[src/rtl/regfile_param.sv]
// -----------------------------------------------------------------------------
// regfile_param
//
// Parameterised multi-read-port register file with a per-register "pending"
// scoreboard bit. The pending bits let an issue stage mark a register as
// awaiting a result and see that status on every read port.
//
// Parameters
//   WIDTH    data bits per register
//   DEPTH    number of registers (power of two, 2..256)
//   NRD      number of independent combinational read ports (1..4)
//   ZERO_REG 1 = register 0 reads as zero and can never become pending
//   BYPASS   1 = same-cycle write data is forwarded to matching read ports
//
// Ports
//   clk        sole clock, all state updates on the rising edge
//   rst_n      asynchronous active-low reset (clears data and pending bits)
//   we         write enable
//   waddr      write address
//   wdata      write data
//   raddr      read addresses, port k at [k*AW +: AW]
//   rdata      read data, port k at [k*WIDTH +: WIDTH]
//   pend_set   mark register pend_addr as pending at the next edge
//   pend_addr  register to mark pending
//   rpend      bit k = register addressed by read port k is pending
//   any_pend   OR of all pending bits
// -----------------------------------------------------------------------------
module regfile_param #(
  parameter int WIDTH    = 32,
  parameter int DEPTH    = 32,
  parameter int NRD      = 2,
  parameter int ZERO_REG = 1,
  parameter int BYPASS   = 1,
  localparam int AW      = $clog2(DEPTH)
) (
  input  logic                 clk,
  input  logic                 rst_n,
  input  logic                 we,
  input  logic [AW-1:0]        waddr,
  input  logic [WIDTH-1:0]     wdata,
  input  logic [NRD*AW-1:0]    raddr,
  output logic [NRD*WIDTH-1:0] rdata,
  input  logic                 pend_set,
  input  logic [AW-1:0]        pend_addr,
  output logic [NRD-1:0]       rpend,
  output logic                 any_pend
);

  logic [WIDTH-1:0] mem [DEPTH];
  logic [DEPTH-1:0] pend;
  logic [DEPTH-1:0] set_mask;
  logic [DEPTH-1:0] clr_mask;
  logic             wr_en;
  logic             set_en;

  // Writes and pending marks aimed at a hardwired-zero register are dropped
  // here so neither the storage nor the scoreboard ever sees them.
  assign wr_en  = we       && !((ZERO_REG != 0) && (waddr     == '0));
  assign set_en = pend_set && !((ZERO_REG != 0) && (pend_addr == '0));

  // One-hot decode of the pending updates. A write retires the pending bit of
  // its register; a new pend_set marks one. Both are applied together below
  // with set taking priority, so a new producer issued on the same edge as the
  // old producer's writeback leaves the register pending.
  always_comb begin
    set_mask = '0;
    clr_mask = '0;
    for (int i = 0; i < DEPTH; i++) begin
      set_mask[i] = set_en && (pend_addr == AW'(i));
      clr_mask[i] = wr_en  && (waddr     == AW'(i));
    end
  end

  // Register storage. Reset clears every entry so no read can return X.
  always_ff @(posedge clk or negedge rst_n) begin
    if (!rst_n) begin
      for (int i = 0; i < DEPTH; i++) begin
        mem[i] <= '0;
      end
    end else if (wr_en) begin
      mem[waddr] <= wdata;
    end
  end

  // Scoreboard pending bits.
  always_ff @(posedge clk or negedge rst_n) begin
    if (!rst_n) begin
      pend <= '0;
    end else begin
      pend <= (pend & ~clr_mask) | set_mask;
    end
  end

  assign any_pend = |pend;

  // Read ports. The bypass is gated with rst_n so that a write presented while
  // reset is held cannot leak onto rdata; the zero-register check overrides
  // everything, including the bypass.
  for (genvar k = 0; k < NRD; k++) begin : g_rd
    logic [AW-1:0] ra;
    logic          is_zero;
    logic          hit;

    assign ra      = raddr[k*AW +: AW];
    assign is_zero = (ZERO_REG != 0) && (ra == '0);
    assign hit     = (BYPASS != 0) && rst_n && we && (waddr == ra);

    assign rdata[k*WIDTH +: WIDTH] = is_zero ? '0    :
                                     hit     ? wdata :
                                               mem[ra];
    assign rpend[k] = !is_zero && !hit && pend[ra];
  end

endmodule

[config.mk]
export PLATFORM = sky130hd
export DESIGN_NAME = regfile_param
export DESIGN_NICKNAME = d
export VERILOG_FILES = /design/src/rtl/regfile_param.sv
export SDC_FILE = /design/constraint.sdc
export NUM_CORES = 2
export LEC_CHECK = 0
export BUFFER_PORTS_ARGS = -buffer_cell sky130_fd_sc_hd__clkbuf_2
export CORE_ASPECT_RATIO = 1.4
export CORE_UTILIZATION = 30
export DETAILED_ROUTE_END_ITERATION = 10
export PLACE_DENSITY = 0.47
export SLEW_MARGIN = 5
export SYNTH_ARGS = -nofsm -noshare
export SYNTH_HDL_FRONTEND = slang
export SYNTH_SLANG_ARGS = --single-unit
[constraint.sdc]
create_clock -name clk -period 2.45 [get_ports clk]
set_input_delay 0.245 -clock clk [delete_from_list [all_inputs] [get_ports clk]]
set_output_delay 0.245 -clock clk [all_outputs]
set_load 0.01 [all_outputs]
Word level (Yosys, flattened, before mapping)
Index checks and enable logic that the tools add are counted.

Bits of input ports: 56. Register bits after elaboration: 1056. Output and inout bits: 67. Logic and storage cells: 211.

Muxes and demuxes: 17. Reduce and logical (&&, ||, !) cells: 85. Bitwise operators: 6. Equal/unequal tests: 64. $lt $le $gt $ge: 6.

Operators by type and width (number): $bwmux W1024 (1); $bmux W32 S5 (2); $mux W32 (9); $demux W32 S5 (1); $eq A5 B5 Y1 const B (32); $eq A5 B4 Y1 const B (16); $logic_and A1 B1 Y1 (74); $eq A5 B3 Y1 const B (8); $and A32 B32 Y32 (1); $not A32 Y32 (1); $or A32 B32 Y32 (1); $reduce_or A32 Y1 (1); $eq A5 B2 Y1 const B (4); $logic_not A5 Y1 (4); $ge A6 B6 Y1 const B (3); $not A5 Y6 (3); $lt A5 B6 Y1 const B (2); $bmux W1 S5 (2); $eq A5 B1 Y1 const B (2); $eq A5 B5 Y1 (2); $logic_not A1 Y1 (6); $lt A6 B1 Y1 const B (1); $mux W1 (2).

Longest topological paths before layout
Depth in word-level cells: 7. Gate-level depth with buffers: 10. Gate-level depth less buffers: 5.

Worst setup path before layout
Ideal clock, no wire load.

Path type: input to output. From: in raddr[1]. To: out rdata[1]. Buffers on the path: 4. Data required time: 2205 ps. Cell stages on the path: 8. Data arrival time: 2042 ps. Slack: 163 ps. Path through: buf_6 > buf_4 > buf_4 > clkbuf_1 > mux4_2 > a22oi_1 > o21ai_0 > a221o_1.

Cells in the longest elaborated chain, start to end: 6. Elaborated cells on any way between the ends: 9. Classes of those cells: eq/ne (1); mux (5); bitwise (1); reduce/logical (2).

Ends and longest elaborated chain: start: declaration (RTL line 41) `input logic [NRD*AW-1:0] raddr,`; $not A5 Y6 (implied by the code) (RTL line 110) `mem[ra];`; $bmux W32 S5 (RTL line 110); $mux W32 (implied by the code) (2 in a row) (RTL line 110); $mux W32 (RTL line 109) `hit ? wdata :`; $mux W32 * (RTL line 108) `assign rdata[k*WIDTH +: WIDTH] = is_zero ? '0 :`; end: declaration (RTL line 42) `output logic [NRD*WIDTH-1:0] rdata,`.

Every way passes the cells marked *; elsewhere a longest branch is shown, timed or not. The select of a mux whose other input is x is not followed.

Worst setup path after layout
From: reg mem[390] (netlist name). To: out rdata[6].

Cells in the longest elaborated chain, start to end: 5.

Ends and longest elaborated chain: start: declaration (RTL line 49) `logic [WIDTH-1:0] mem [DEPTH];`; start signal: indexed assignment (RTL line 81) `mem[waddr] <= wdata;`; $bmux W32 S5 (RTL line 110); $mux W32 (implied by the code) (2 in a row) (RTL line 110); $mux W32 (RTL line 109); $mux W32 (RTL line 108).

No other way between the ends. The select of a mux whose other input is x is not followed.

==> impl_metrics.py <==
metrics = {
    "hold_path": {
        "min_path_type": "primary input to flip-flop",
    },
    "critical_path": {
        "crit_path_end_kind": "primary output",
        "slowest_delay_ps": 520,
        "slowest_stage": "mux4_2",
        "path_cells": "mux4_2 -> mux4_2 -> o22ai_2 -> o21ai_1 -> buf_4 -> buf_6",
        "crit_top_cell": "mux4_2",
        "path_class": "flip-flop to primary output",
        "cp_data_arrival_time_ps": 2750,
        "worstPathRequired_ps": 2200,
        "cp_max_fo": 3,
        "startpoint_type": "flip-flop",
    },
    "global_routing": {
        "grt_pass1_wl_um": 321000,
        "overflow": 0,
        "grt_util_all_layers_pct": 23.2,
        "grt_max_degree": 176,
        "antenna_found_initial": 18,
        "grt_pass1_vias": 41500,
    },
    "placement": {
        "gp_congestion": 0.836,
        "port_buffers": 122,
        "detailedPlace.worstSlack_ps": -607,
        "dpl_cell_area_mm2": 0.0655,
        "hpwlAfterDp_um": 149000,
    },
    "yosys": {
        "ys_types": 67,
        "ys.flop_type": "dfrtp_1",
        "yosysTopAreaCellShare_pct": 45.9,
        "synth_seq_cells": 1056,
        "synthTopCellsByArea": "dfrtp_1 46%, mux2_2 20%, mux4_2 17%, mux2i_1 4.2%, clkbuf_1 1.6%",
        "synth_edf_count": 0,
        "postSynthAreaPerCell_um2": 14.4,
        "async_flop_share_pct": 100,
        "ys.warnings.count": 0,
        "synthesis.area_mm2": 0.0575,
        "yosys.area.top_type": "dfrtp_1",
        "synth_nets": 4039,
        "syn_inst": 3983,
        "yosysSeqAreaShare_pct": 45.9,
    },
    "floorplanning": {
        "die_y_um": 520,
        "die_w_um": 372,
        "core_area_mm2": 0.190,
        "die-area_mm2": 0.193,
        "boundaryPins": 123,
        "start_util_pct": 30.3,
        "rows": 189,
    },
    "clock_tree": {
        "clk_pin_slew_ps": 60,
        "clock-sinks": 1056,
        "clock_path_buffers": 3,
        "cts_max_level": 3,
        "numCtsBuffers": 120,
        "tritoncts": "done",
        "ctsRootBufferMaster": "clkbuf_16",
        "clk-insertion-delay-late_ps": 740,
    },
    "cells_and_area": {
        "final_nets": 4463,
        "drive_gt1_share_pct": 58.5,
        "synthToLayoutAreaGrowth_pct": 24.7,
        "layout_commonest_cell": "dfrtp_1",
        "finalInstanceArea_mm2": 0.0717,
        "postLayoutCoreUtil_pct": 37.8,
        "layout_common_cells": "1055 x dfrtp_1, 1023 x mux2_2, 440 x buf_4",
    },
    "power": {
        "p_per_area_mw_per_mm2": 776,
        "p_leak_nw": 31.0,
        "pwr-share-clk_pct": 35.4,
        "share_comb_of_total_power_pct": 22.8,
        "switching_share_pct": 28.2,
        "ir_drop_uv": 726,
        "p_seq_share_pct": 41.8,
        "power.internal_mw": 40.0,
        "p_sw_mw": 15.7,
    },
    "outcome": {
        "status": "complete, but fails checks",
        "violations": "negative setup slack",
    },
    "timing": {
        "period_needed_ps": 2990,
        "setup_ws_ps": -542,
        "slew_headroom_pct": 28.5,
        "setup_viol": 66,
        "hold_viol": 0,
        "tightestPinTransition_ps": 1070,
        "slew_viol_final": 0,
        "grt_setup_unrepaired": "yes",
        "max_freq_ghz": 0.334,
        "timing.final.crit_share_pct": 122,
        "fin_skew_ps": 0,
    },
    "drt": {
        "final_antenna_net_count": 0,
        "post_drt_wl_per_cell_um": 32.0,
        "routed-via-count": 39700,
        "finalWirelength_um": 224000,
        "drtIter0Drc": 3111,
        "drtPass1Iterations": 5,
        "route.detailed.drc": 0,
        "routed_via_density": 5.67,
    },
    "job": {
        "maxCapViolCount": 0,
    },
}
## cells by family (layout without fill, tap and decap cells)
kind of cell,Yosys count,in the layout,synth area share (%)
AO/OA/AOI/OAI,437,437,5.60
flip-flops,1056,1056,45.9
buffers and inverters,460,985,3.96
other,0,6,0
XOR/XNOR,10,10,0.152
multiplexers,1703,1703,41.5
AND/OR/NAND/NOR,317,317,2.81
## synth_stat cells, drive strengths merged, types with 4 or more instances
library cell	count
dfrtp	1056
mux2	1023
mux4	441
clkbuf	246
mux2i	239
buf	206
nand2	92
o21ai	83
nor2	57
a22oi	53
a221oi	48
o22ai	41
nor3	34
a211oi	31
a21oi	30
nor2b	27
a221o	23
a211o	20
nand3	20
o211ai	19
nand2b	17
and2	16
a2111oi	15
a32o	14
a41oi	13
a22o	12
or2	12
nor4	10
nand3b	9
o221ai	9
inv	8
xnor2	7
nor3b	5
o21bai	5
a32oi	4
nand4	4
or3	4
or4	4
## through the flow
| step | hold WS [ps] | setup TNS (ps) | std cells | total power [mW] |
|---|---|---|---|---|
| 6_report | 44.2 | -22770 | 6997 | 55.6 |
| 5_1_grt | 56.4 | -27720 | 6994 | 58.0 |
| 4_1_cts | 4.31 | -31770 | 6976 | 55.9 |
| 3_5_place_dp | 263 | -18870 | 6681 | 35.3 |
| 3_3_place_gp | 266 | -19060 | 6681 | 35.0 |
| 2_1_floorplan | -50.6 | 0 | 3983 | 30.7 |
## sequential cells by signal (all words and copies together), names as in the netlist
register  count
pend         32
mem        1024
## worst max-delay path: cells and delay by family (launching register included)
family | cells | cell delay, ps
flops | 1 | 390
mux | 2 | 1010
compound gates | 2 | 250
buf+inv | 2 | 300
## area by class of cell
class	count	area [µm²]
clock inverter	54	826
fill	18000	118000
multi-input combinational	2467	30200
clock buffer	169	3470
tap	2483	3110
inverter	8	31.3
antenna	6	15.0
timing repair buffer	754	7660
sequential	1056	26400
## routing by layer
layer | up-vias | global-route usage, % | routed length [µm]
li1 | 16300 | - | -
met1 | 21700 | 30.7 | 93800
met2 | 1297 | 38.4 | 110000
met3 | 377 | 3.66 | 12400
met4 | 8 | 7.74 | 7910
met5 | - | 0 | 52
## power groups by stage
| stage | clock, mW | combinational (mW) | sequential [mW] |
|---|---|---|---|
| after CTS | 20.1 | 12.6 | 23.2 |
| after global routing | 20.7 | 13.5 | 23.7 |
| after detailed placement | 0 | 11.7 | 23.6 |
| after floorplan | 0 | 8.14 | 22.6 |
| after global placement | 0 | 11.5 | 23.4 |
| final | 19.7 | 12.7 | 23.2 |
## repair_timing
item | in CTS | in global routing
resized for setup | 247 | 82
endpoints found under the hold margin | 408 | 0
hold buffers | 28 | 0
endpoints found under the setup margin | 67 | 67
pin swaps | 113 | 40
buffers inserted | 55 | 18
## worst paths after layout
kind | from | to | slack [ps] | depth (start not counted)
min | wdata[12] | mem[428]$_DFFE_PN0P_ | 40 | 3
max reg2reg | pend[31]$_DFF_PN0_ | pend[31]$_DFF_PN0_ | 1100 | 4
min in group asynchronous | rst_n | mem[740]$_DFFE_PN0P_ | 230 | 4
max in group asynchronous | rst_n | mem[731]$_DFFE_PN0P_ | 750 | 5
min reg2reg | mem[1007]$_DFFE_PN0P_ | mem[1007]$_DFFE_PN0P_ | 390 | 0
max | mem[390]$_DFFE_PN0P_ | rdata[6] | -540 | 6
(Power assumes the default switching activity.)
